**src/rtl/rmon_ctrl.sv**
```systemverilog
// -----------------------------------------------------------------------------
// rmon_ctrl -- statistics counter update controller
//
// Owns port A of a 64 x 32-bit counter RAM and serialises three clients onto it:
//   * Rx updater  (entries 0..31)  : read-add-write of a 16-bit increment
//   * Tx updater  (entries 32..63) : read-add-write of a 16-bit increment
//   * CPU clear                    : single-cycle write of zero to any entry
// After reset an optional sweep zeroes all 64 entries before any client is
// served.
//
// Ports
//   Clk            in   clock for all logic
//   Reset          in   synchronous, active-high reset
//   Reg_apply_0    in   Rx request, held until Reg_next_0
//   Reg_addr_0     in   Rx counter index (0..31)
//   Reg_data_0     in   Rx increment
//   Reg_next_0     out  Rx done pulse (the write cycle)
//   Reg_apply_1    in   Tx request, held until Reg_next_1
//   Reg_addr_1     in   Tx counter index (maps to 32..63)
//   Reg_data_1     in   Tx increment
//   Reg_next_1     out  Tx done pulse (the write cycle)
//   CPU_clr_apply  in   CPU clear request, held until CPU_clr_ack
//   CPU_clr_addr   in   entry to zero
//   CPU_clr_ack    out  clear done pulse (the write cycle)
//   Addra          out  RAM port-A address
//   Dina           out  RAM port-A write data
//   Wea            out  RAM port-A write enable
//   Douta          in   RAM port-A read data, one cycle after Addra
//   Init_busy      out  high while the clear sweep runs
// -----------------------------------------------------------------------------
module rmon_ctrl #(
    parameter bit INIT_CLEAR = 1'b1
) (
    input  logic        Clk,
    input  logic        Reset,
    input  logic        Reg_apply_0,
    input  logic [4:0]  Reg_addr_0,
    input  logic [15:0] Reg_data_0,
    output logic        Reg_next_0,
    input  logic        Reg_apply_1,
    input  logic [4:0]  Reg_addr_1,
    input  logic [15:0] Reg_data_1,
    output logic        Reg_next_1,
    input  logic        CPU_clr_apply,
    input  logic [5:0]  CPU_clr_addr,
    output logic        CPU_clr_ack,
    output logic [5:0]  Addra,
    output logic [31:0] Dina,
    output logic        Wea,
    input  logic [31:0] Douta,
    output logic        Init_busy
);

    typedef enum logic [2:0] {
        ST_INIT,
        ST_IDLE,
        ST_RD,
        ST_ADD,
        ST_WR,
        ST_CLR
    } state_t;

    state_t      state_q, state_d;
    logic [5:0]  cnt_q,   cnt_d;    // sweep address
    logic        rr_q,    rr_d;     // 1: Tx has priority on the next tie
    logic        src_q,   src_d;    // 1: the update in flight belongs to Tx
    logic [5:0]  addr_q,  addr_d;   // entry being updated or cleared
    logic [15:0] data_q,  data_d;   // increment being applied
    logic [31:0] sum_q,   sum_d;    // read value plus increment

    logic grant_tx;

    // NOTE: state registers use non-blocking assignments so every register
    // samples the pre-edge value of every other one.
    always_ff @(posedge Clk) begin
        if (Reset) begin
            state_q <= INIT_CLEAR ? ST_INIT : ST_IDLE;
            cnt_q   <= '0;
            rr_q    <= 1'b0;
            src_q   <= 1'b0;
            addr_q  <= '0;
            data_q  <= '0;
            sum_q   <= '0;
        end else begin
            state_q <= state_d;
            cnt_q   <= cnt_d;
            rr_q    <= rr_d;
            src_q   <= src_d;
            addr_q  <= addr_d;
            data_q  <= data_d;
            sum_q   <= sum_d;
        end
    end

    // Next-state logic. Requests are only looked at in IDLE, so a client
    // that raises apply at any other time simply waits with apply held.
    // NOTE: every signal assigned here gets a default first, so no path can
    // leave it unassigned and infer a latch.
    always_comb begin
        state_d  = state_q;
        cnt_d    = cnt_q;
        rr_d     = rr_q;
        src_d    = src_q;
        addr_d   = addr_q;
        data_d   = data_q;
        sum_d    = sum_q;
        grant_tx = 1'b0;

        case (state_q)
            ST_INIT: begin
                cnt_d = cnt_q + 6'd1;
                if (cnt_q == 6'd63) begin
                    state_d = ST_IDLE;
                end
            end
            ST_IDLE: begin
                if (CPU_clr_apply) begin
                    addr_d  = CPU_clr_addr;
                    state_d = ST_CLR;
                end else if (Reg_apply_0 || Reg_apply_1) begin
                    // Tx wins when it is the only requester or when it holds
                    // the round-robin token; the token then passes to the
                    // requester that was not served.
                    grant_tx = Reg_apply_1 && (!Reg_apply_0 || rr_q);
                    src_d    = grant_tx;
                    rr_d     = !grant_tx;
                    addr_d   = grant_tx ? {1'b1, Reg_addr_1} : {1'b0, Reg_addr_0};
                    data_d   = grant_tx ? Reg_data_1 : Reg_data_0;
                    state_d  = ST_RD;
                end
            end
            ST_RD: begin
                state_d = ST_ADD;
            end
            ST_ADD: begin
                // Counters wrap silently at 2^32.
                sum_d   = Douta + {16'h0000, data_q};
                state_d = ST_WR;
            end
            ST_WR: begin
                state_d = ST_IDLE;
            end
            ST_CLR: begin
                state_d = ST_IDLE;
            end
            default: begin
                state_d = ST_IDLE;
            end
        endcase
    end

    // RAM port and handshake outputs are decoded from the current state.
    // They are held at zero while Reset is high so an update interrupted by
    // reset can never issue its write or its done pulse.
    always_comb begin
        Addra       = '0;
        Dina        = '0;
        Wea         = 1'b0;
        Reg_next_0  = 1'b0;
        Reg_next_1  = 1'b0;
        CPU_clr_ack = 1'b0;

        if (!Reset) begin
            case (state_q)
                ST_INIT: begin
                    Addra = cnt_q;
                    Wea   = 1'b1;
                end
                ST_RD, ST_ADD: begin
                    Addra = addr_q;
                end
                ST_WR: begin
                    Addra      = addr_q;
                    Dina       = sum_q;
                    Wea        = 1'b1;
                    Reg_next_0 = !src_q;
                    Reg_next_1 = src_q;
                end
                ST_CLR: begin
                    Addra       = addr_q;
                    Wea         = 1'b1;
                    CPU_clr_ack = 1'b1;
                end
                default: begin
                    Addra = '0;
                end
            endcase
        end
    end

    assign Init_busy = Reset ? INIT_CLEAR : (state_q == ST_INIT);

endmodule

```
**config.mk**
```make
export PLATFORM = sky130hd
export DESIGN_NAME = rmon_ctrl
export DESIGN_NICKNAME = d
export VERILOG_FILES = /design/src/rtl/rmon_ctrl.sv
export SDC_FILE = /design/constraint.sdc
export NUM_CORES = 1
export LEC_CHECK = 0
export ABC_CLOCK_PERIOD_IN_PS = 3300
export BUFFER_PORTS_ARGS = -buffer_cell sky130_fd_sc_hd__buf_4
export CAP_MARGIN = 20
export CELL_PAD_IN_SITES_DETAIL_PLACEMENT = 2
export CELL_PAD_IN_SITES_GLOBAL_PLACEMENT = 2
export CORE_ASPECT_RATIO = 1.1
export CORE_UTILIZATION = 28
export DETAILED_ROUTE_END_ITERATION = 7
export PLACE_DENSITY = 0.82
export SYNTH_ARGS = -nofsm -noshare
export SYNTH_HDL_FRONTEND = slang
export SYNTH_SLANG_ARGS = --single-unit
```
**constraint.sdc**
```tcl
create_clock -name Clk -period 3.3 [get_ports Clk]
set_input_delay 0.495 -clock Clk [delete_from_list [all_inputs] [get_ports Clk]]
set_output_delay 0.495 -clock Clk [all_outputs]
set_load 0.05 [all_outputs]
```
Word level (Yosys, flattened, before mapping)

Cells that the tools add are included.

Output and inout bits: 43
Logic and storage cells: 52
Flip-flop bits (word level): 65
Bits in latches: 0
Memories kept: 0
Bits of input ports: 85
Memory bits (writable): 0
ROM bits: 0

Mux-type cells: 21
Divide/modulo/power cells: 0
Reduce and logical (&&, ||, !) cells: 13
Bitwise logic cells: 1
Shifts and indexed selects: 0
Multipliers: 0
Add/subtract/negate cells: 2
Order comparisons: 0
Equal/unequal tests: 8

Operator list:

| operator                                      | number |
|---|---|
| two-way mux 32 bit                            | 2 |
| adder 32 x 16 -> 32 bit                       | 1 |
| two-way mux 6 bit                             | 4 |
| two-way mux 16 bit                            | 1 |
| case mux 3 bit (4 select lines)               | 1 |
| case mux 6 bit (2 select lines)               | 1 |
| two-way mux 1 bit                             | 9 |
| two-way mux 3 bit                             | 3 |
| adder 6 x 1 -> 6 bit, second input constant   | 1 |
| == test 3 x 2 -> 1 bit, second input constant | 2 |
| == test 3 bit, second input constant          | 2 |
| == test 6 bit, second input constant          | 1 |
| AND reduction 2 bit                           | 2 |
| OR reduction 4 bit                            | 1 |
| == test 3 x 1 -> 1 bit, second input constant | 1 |
| zero test 1 bit                               | 3 |
| zero test 3 bit                               | 1 |
| inequality test 3 bit, second input constant  | 1 |
| AND reduction 3 bit                           | 1 |
| OR reduction 3 bit                            | 1 |
| logical OR 1 bit                              | 2 |
| inequality test 2 bit, second input constant  | 1 |
| nonzero test 2 bit                            | 1 |
| logical AND 1 bit                             | 1 |
| NOT 1 bit                                     | 1 |

Logic depth before layout (Yosys ltp)

Gate-level depths: netlist (run 1).

Word-level depth: 6
Depth in mapped cells: 9
Depth with buffers taken out: 9

Worst setup path after synthesis (run 1)

No wires, ideal clock.

Path kind: input port to flip-flop
From: input port Douta[0]
To: register sum_q[26]
Arrival time: 2521 ps
Path slack: 662 ps
Stages: 9
Buffers on the path: 0
Library setup time: 117 ps
Cell sequence: ha_1 fa_1 a21oi_1 o21ai_1 a21oi_2 o21bai_1 and2_1 or3_1 a32o_1

Longest elaborated chain between the ends: 1

Ends and longest elaborated chain:

| what                    | RTL line | source |
|---|---|---|
| from (decl)             | 50       | `input logic [31:0] Douta,` |
| adder 32 x 16 -> 32 bit | 137      | `sum_d = Douta + {16'h0000, data_q};` |
| to (signal assigned)    | 91       | `sum_q <= sum_d;` |
| to (decl)               | 69       | `logic [31:0] sum_q, sum_d;` |

Every way passes these cells.
A chain may end at the register's enable or synchronous reset.

Final worst setup path (run 1)

From: register data_q[0]
To: register sum_q[26]

Longest elaborated chain between the ends: 1

Ends and longest elaborated chain:

| what                    | RTL line | source |
|---|---|---|
| from (decl)             | 68       | `logic [15:0] data_q, data_d;` |
| from (signal assigned)  | 90       | `data_q <= data_d;` |
| adder 32 x 16 -> 32 bit | 137      |  |

Every way passes these cells.

==> results of run 1 <==
==> cell type report <==
| type | instances | area [um^2] | area share |
|---|---|---|---|
| Inverter | 5 | 18.8 | 0.00337 |
| Clock buffer | 9 | 225 | 0.0405 |
| Sequential cell | 65 | 1300 | 0.234 |
| Timing Repair Buffer | 135 | 1010 | 0.182 |
| Tap cell | 192 | 240 | 0.0432 |
| Multi-Input combinational cell | 450 | 2690 | 0.483 |
| Clock inverter | 7 | 77.6 | 0.0139 |
==> power by group <==
part           total, mW  switching (mW)  internal [mW]
Clock              0.989           0.398          0.591
Sequential         0.792         0.00457          0.788
Combinational      0.220           0.115          0.105
==> per-stage QoR <==
step / cell area [um^2] / instances / power, mW / hold slack [ps]
after global placement: 5260 / 847 / 1.02 / 434
after global routing: 5570 / 863 / 2.07 / 421
final: 5570 / 863 / 2.00 / 407
after floorplan: 4140 / 555 / 0.909 / 421
after detailed placement: 5260 / 847 / 1.03 / 441
after CTS: 5570 / 863 / 2.02 / 401
==> per-layer routing <==
metal / vias up / track usage / wire, um
met2: 84 / 0.370 / 7690
li1: 2166 / - / -
met4: 0 / 0.0686 / 222
met1: 2145 / 0.231 / 6590
met3: 15 / 0.0304 / 479
met5: - / 0 / 0
==> registers in the layout (all words and copies together), names as in the netlist <==
name and flops:
rr_q 1, data_q 16, state_q 3, sum_q 32
src_q 1, addr_q 6, cnt_q 6
==> worst reg2reg max path, stage by stage (launching register included) <==
cell,delay (ps)
dfxtp_1,340
ha_1,220
fa_1,420
a21oi_1,350
o21ai_1,130
a21oi_2,240
o21bai_1,160
and2_1,240
or3_1,360
a32o_1,250
==> kinds of logic after synthesis <==
logic type      count (synthesis)
compound gates                134
flops                          65
simple gates                  258
mux                            12
fa+ha+maj                      19
xor+xnor                       27
buf+inv                        40
==> final timing paths <==
kind / end / cells past startpoint / startpoint / slack, ps
worst max-delay path: sum_q[26] / 9 / data_q[0] / 500
worst min-delay path: data_q[6] / 3 / Reg_data_1[6] / 410
worst max register to register: sum_q[26] / 9 / data_q[0] / 500
worst min register to register: sum_q[27] / 2 / sum_q[27] / 450
==> synth_stat cells (11+ instances only) <==
cell / number
nor2_1: 84
nand2_1: 74
dfxtp_1: 65
a21oi_1: 46
and2_1: 36
clkbuf_1: 30
xor2_1: 19
ha_1: 18
a221oi_1: 16
o21ai_1: 16
o21ai_0: 15
nor3_1: 13
mux2i_1: 12
nand3_1: 11
==> results.cfg, run 1 <==
[run_status]
outcome = finished, final reports clean

[floorplanning]
start_util = 0.287
die_y_um = 130
die_area_um2 = 15300
die_w_um = 118
placementRows = 46
ios = 128
core_area_um2 = 14400

[synth]
netlist_top_cells_area = dfxtp_1, nor2_1, nand2_1, a21oi_1, and2_1
synthMuxAreaShare = 0.0290
ys_seq_area_frac = 0.314
synth_xor_area_frac = 0.0571
syn_avg_cell_area_um2 = 7.46
async_reset_ff_frac = 0
yosysTopAreaCell = dfxtp_1
synth_top_family_by_area = simple AND/OR/NAND/NOR gates
synthSimpleGateAreaFrac = 0.291
synth_fa_ha_area_frac = 0.0592
synth_enable_flop_cells = 0
synth_compound_area_frac = 0.212
synth_seq_cells = 65
synth_top_area_share = 0.314
synth_warnings = 0
synthCells = 555
synthesis.nets = 659
synthFlopType = dfxtp_1
yosysUniqueCellTypes = 52
netlist_area_um2 = 4140

[timing]
fin_crit_ps = 2800
setup_slack_ps = 498
rsz0062_at_grt = no
relSlewSlack = 0.450
timing.final.crit_share = 0.849
maxSlewViolCount = 0
clock.fmax_mhz = 357
hold_viol_final = 0
worst_slew_pin_slew_ps = 822
finalSetupTns_ps = 0
skew_ps = 10.9
setup_violations = 0

[clocking]
clock-sinks = 65
ctsResizeCount = 0
clock_latency_ps = 340
numCtsBuffers = 9
clk_pin_slew_worst_paths_ps = 60
post-cts-setup-buffers = 0
cts_tree = done
htree_levels = 3
holdBufCountCts = 0
clock_path_buffers = 2
root_buffer = clkbuf_16

[layout]
syn_to_final_growth_pct = 34.4
final_cell_mix = buf_4, nor2_1, nand2_1
finish.utilization = 0.385
fin_nets = 770
antenna_cells = 0
final_common_cell = buf_4
layout-drive-gt1-share = 0.240
nFillCells = 1669

[critical_path]
crit_path_end_kind = register
required_ps = 3530
crit_chain = ha_1, fa_1, a21oi_1, o21ai_1, a21oi_2, o21bai_1, and2_1, or3_1, a32o_1
crit_type = reg -> reg
critPathTopFamily = compound AO/OA/AOI/OAI gates
cpPeakStageDelay_ps = 420
worstSetupStartpointType = register
crit_buf_inv = 0
cp_slowest_cell = fa_1
worstPathMaxFanout = 5
worst_ep_arrival_time_ps = 3030

[placement]
gp_congestion = 0.815
port_buffers = 127
pre_cts_ws_ps = 251
dp_hpwl_um = 11700

[detailed_routing]
drc = 0
routed_via_density = 5.11
routed_wl_um = 15000
drtPass1Iterations = 4
ant_nets = 0
via_count = 4410
avgRoutedWirePerCell_um = 17.4
drtIter0Drc = 99

[global_route]
grtUsageTotal = 0.198
grt_pass1_vias = 4720
overflow = 0
grt_max_degree = 48
grt_first_pass_wirelength_um = 24000
antenna_found_initial = 0

[pwr]
peakVddDrop_v = 0.000243
p_per_area_nw_per_um2 = 360
leakage_nw = 2.35

[worst_hold_path]
hold_class = in -> reg

[run]
cap_violations = 0
Power figures use the tool's default switching activity.
==> inputs of run 2 (changes only) <==
ABC_CLOCK_PERIOD_IN_PS = 2900   (was 3300)
clock period = 2.9 ns   (was 3.3 ns; I/O delays follow)
==> results.cfg, run 2 (synthesized netlist as in run 1, its figures left out) <==
[timing]
finalSetupTns_ps = 0
skew_ps = 9.22
worst_slew_pin_slew_ps = 882
setup_violations = 0
timing.final.crit_share = 0.906
clock.fmax_mhz = 380
hold_viol_final = 0
holdWs_ps = 344
relSlewSlack = 0.410
maxSlewViolCount = 0
rsz0062_at_grt = no
fin_crit_ps = 2630

[global_route]
grt_max_degree = 39
overflow = 0
grt_first_pass_wirelength_um = 23900
grt_pass1_vias = 4700
grtUsageTotal = 0.198
antenna_found_initial = 0

[clocking]
clk_pin_slew_worst_paths_ps = 60
ctsResizeCount = 0
cts_tree = done
htree_levels = 3
clock-sinks = 65
clock_latency_ps = 340
post-cts-setup-buffers = 0
holdBufCountCts = 0
clock_path_buffers = 2
root_buffer = clkbuf_16
numCtsBuffers = 9

[floorplanning]
placementRows = 46
die_w_um = 118
core_area_um2 = 14400
die_y_um = 130
die_area_um2 = 15300
start_util = 0.287
ios = 128

[critical_path]
worstSetupStartpointType = register
crit_path_end_kind = register
critPathTopFamily = compound AO/OA/AOI/OAI gates
crit_buf_inv = 0
crit_chain = ha_1, fa_1, a21oi_1, o21ai_1, a21oi_2, o21bai_1, and2_1, or3_1, a32o_1
cp_slowest_cell = fa_1
worstPathMaxFanout = 5
cpPeakStageDelay_ps = 410
required_ps = 3130
worst_ep_arrival_time_ps = 2850
crit_type = reg -> reg

[layout]
multiInputGateArea_um2 = 2690
largest_reg_flops = 32
stdcell_area_um2 = 5560
antenna_cells = 0
final_common_cell = buf_4
final_cell_mix = buf_4, nor2_1, nand2_1
fin_nets = 773
finish.utilization = 0.385
ff_latch_area_um2 = 1300
nFillCells = 1669
syn_to_final_growth_pct = 34.2
reg_top3 = sum_q (32), data_q (16)
layout-drive-gt1-share = 0.242
regMostFlops = sum_q

[placement]
dp_hpwl_um = 11800
port_buffers = 127
postPlaceCellArea_um2 = 5290
gp_congestion = 0.792

[detailed_routing]
via_count = 4495
drtPass1Iterations = 4
drtIter0Drc = 147
avgRoutedWirePerCell_um = 17.4
ant_nets = 0
routed_via_density = 5.19
drc = 0
routed_wl_um = 15100

[run]
cap_violations = 0

[pwr]
p_per_area_nw_per_um2 = 390
leakage_nw = 2.34
peakVddDrop_v = 0.000211

[run_status]
outcome = finished, final reports clean

[worst_hold_path]
hold_class = in -> reg
-- run 2: cell count changes in the layout (fill, tap and decap cells not counted) --
cell and delta:
buf_4 +3, clkinvlp_4 +2, inv_6 -2, bufinv_16 -1, clkbuf_1 +1
-- run 2: path summary, 6_finish.rpt --
path / endpoint / from / depth (start not counted) / slack (ps)
worst max-delay path: sum_q[26] / data_q[0] / 9 / 270
worst min register to register: sum_q[17] / sum_q[17] / 2 / 450
worst max register to register: sum_q[26] / data_q[0] / 9 / 270
worst min-delay path: data_q[2] / Reg_data_1[2] / 3 / 340
-- run 2: layout make-up --
| cell class | instances | area share |
|---|---|---|
| flip-flops and latches | 65 | 0.234 |
| repair buffers | 138 | 0.186 |
| clock inverters | 6 | 0.00810 |
| multi-input cells | 450 | 0.484 |
| clock buffers | 10 | 0.0412 |
| inverters | 5 | 0.00338 |
| well taps | 192 | 0.0432 |
-- run 2: layer usage --
layer | wire, um | track usage | part of all wire | vias up
li1 | - | - | - | 2182
met1 | 6540 | 0.235 | 0.43 | 2195
met2 | 7780 | 0.364 | 0.52 | 104
met3 | 493 | 0.0299 | 0.033 | 14
met4 | 235 | 0.0694 | 0.016 | 0
met5 | 0 | 0 | 0 | -
-- run 2: worst reg2reg max path, cell delays in order (launching register included) --
cell and delay (ps):
dfxtp_1 350, ha_1 220, fa_1 410, a21oi_1 220, o21ai_1 110, a21oi_2 200
o21bai_1 160, and2_1 240, or3_1 360, a32o_1 270
-- run 2: report_power, final --
group | internal (mW) | leakage (nW) | total [mW] | switching, mW
Clock | 0.580 | 0.125 | 1.02 | 0.436
Combinational | 0.120 | 1.69 | 0.253 | 0.134
Sequential | 0.897 | 0.524 | 0.902 | 0.00481
Total | 1.60 | 2.34 | 2.17 | 0.574
-- run 2: metrics by stage --
step           setup WS (ps)  total power [mW]  cells
4_1_cts                  291              2.19    866
5_1_grt                  158              2.25    866
2_1_floorplan            322              1.03    555
6_report                 272              2.17    866
3_3_place_gp             164              1.17    849
3_5_place_dp            60.3              1.18    850
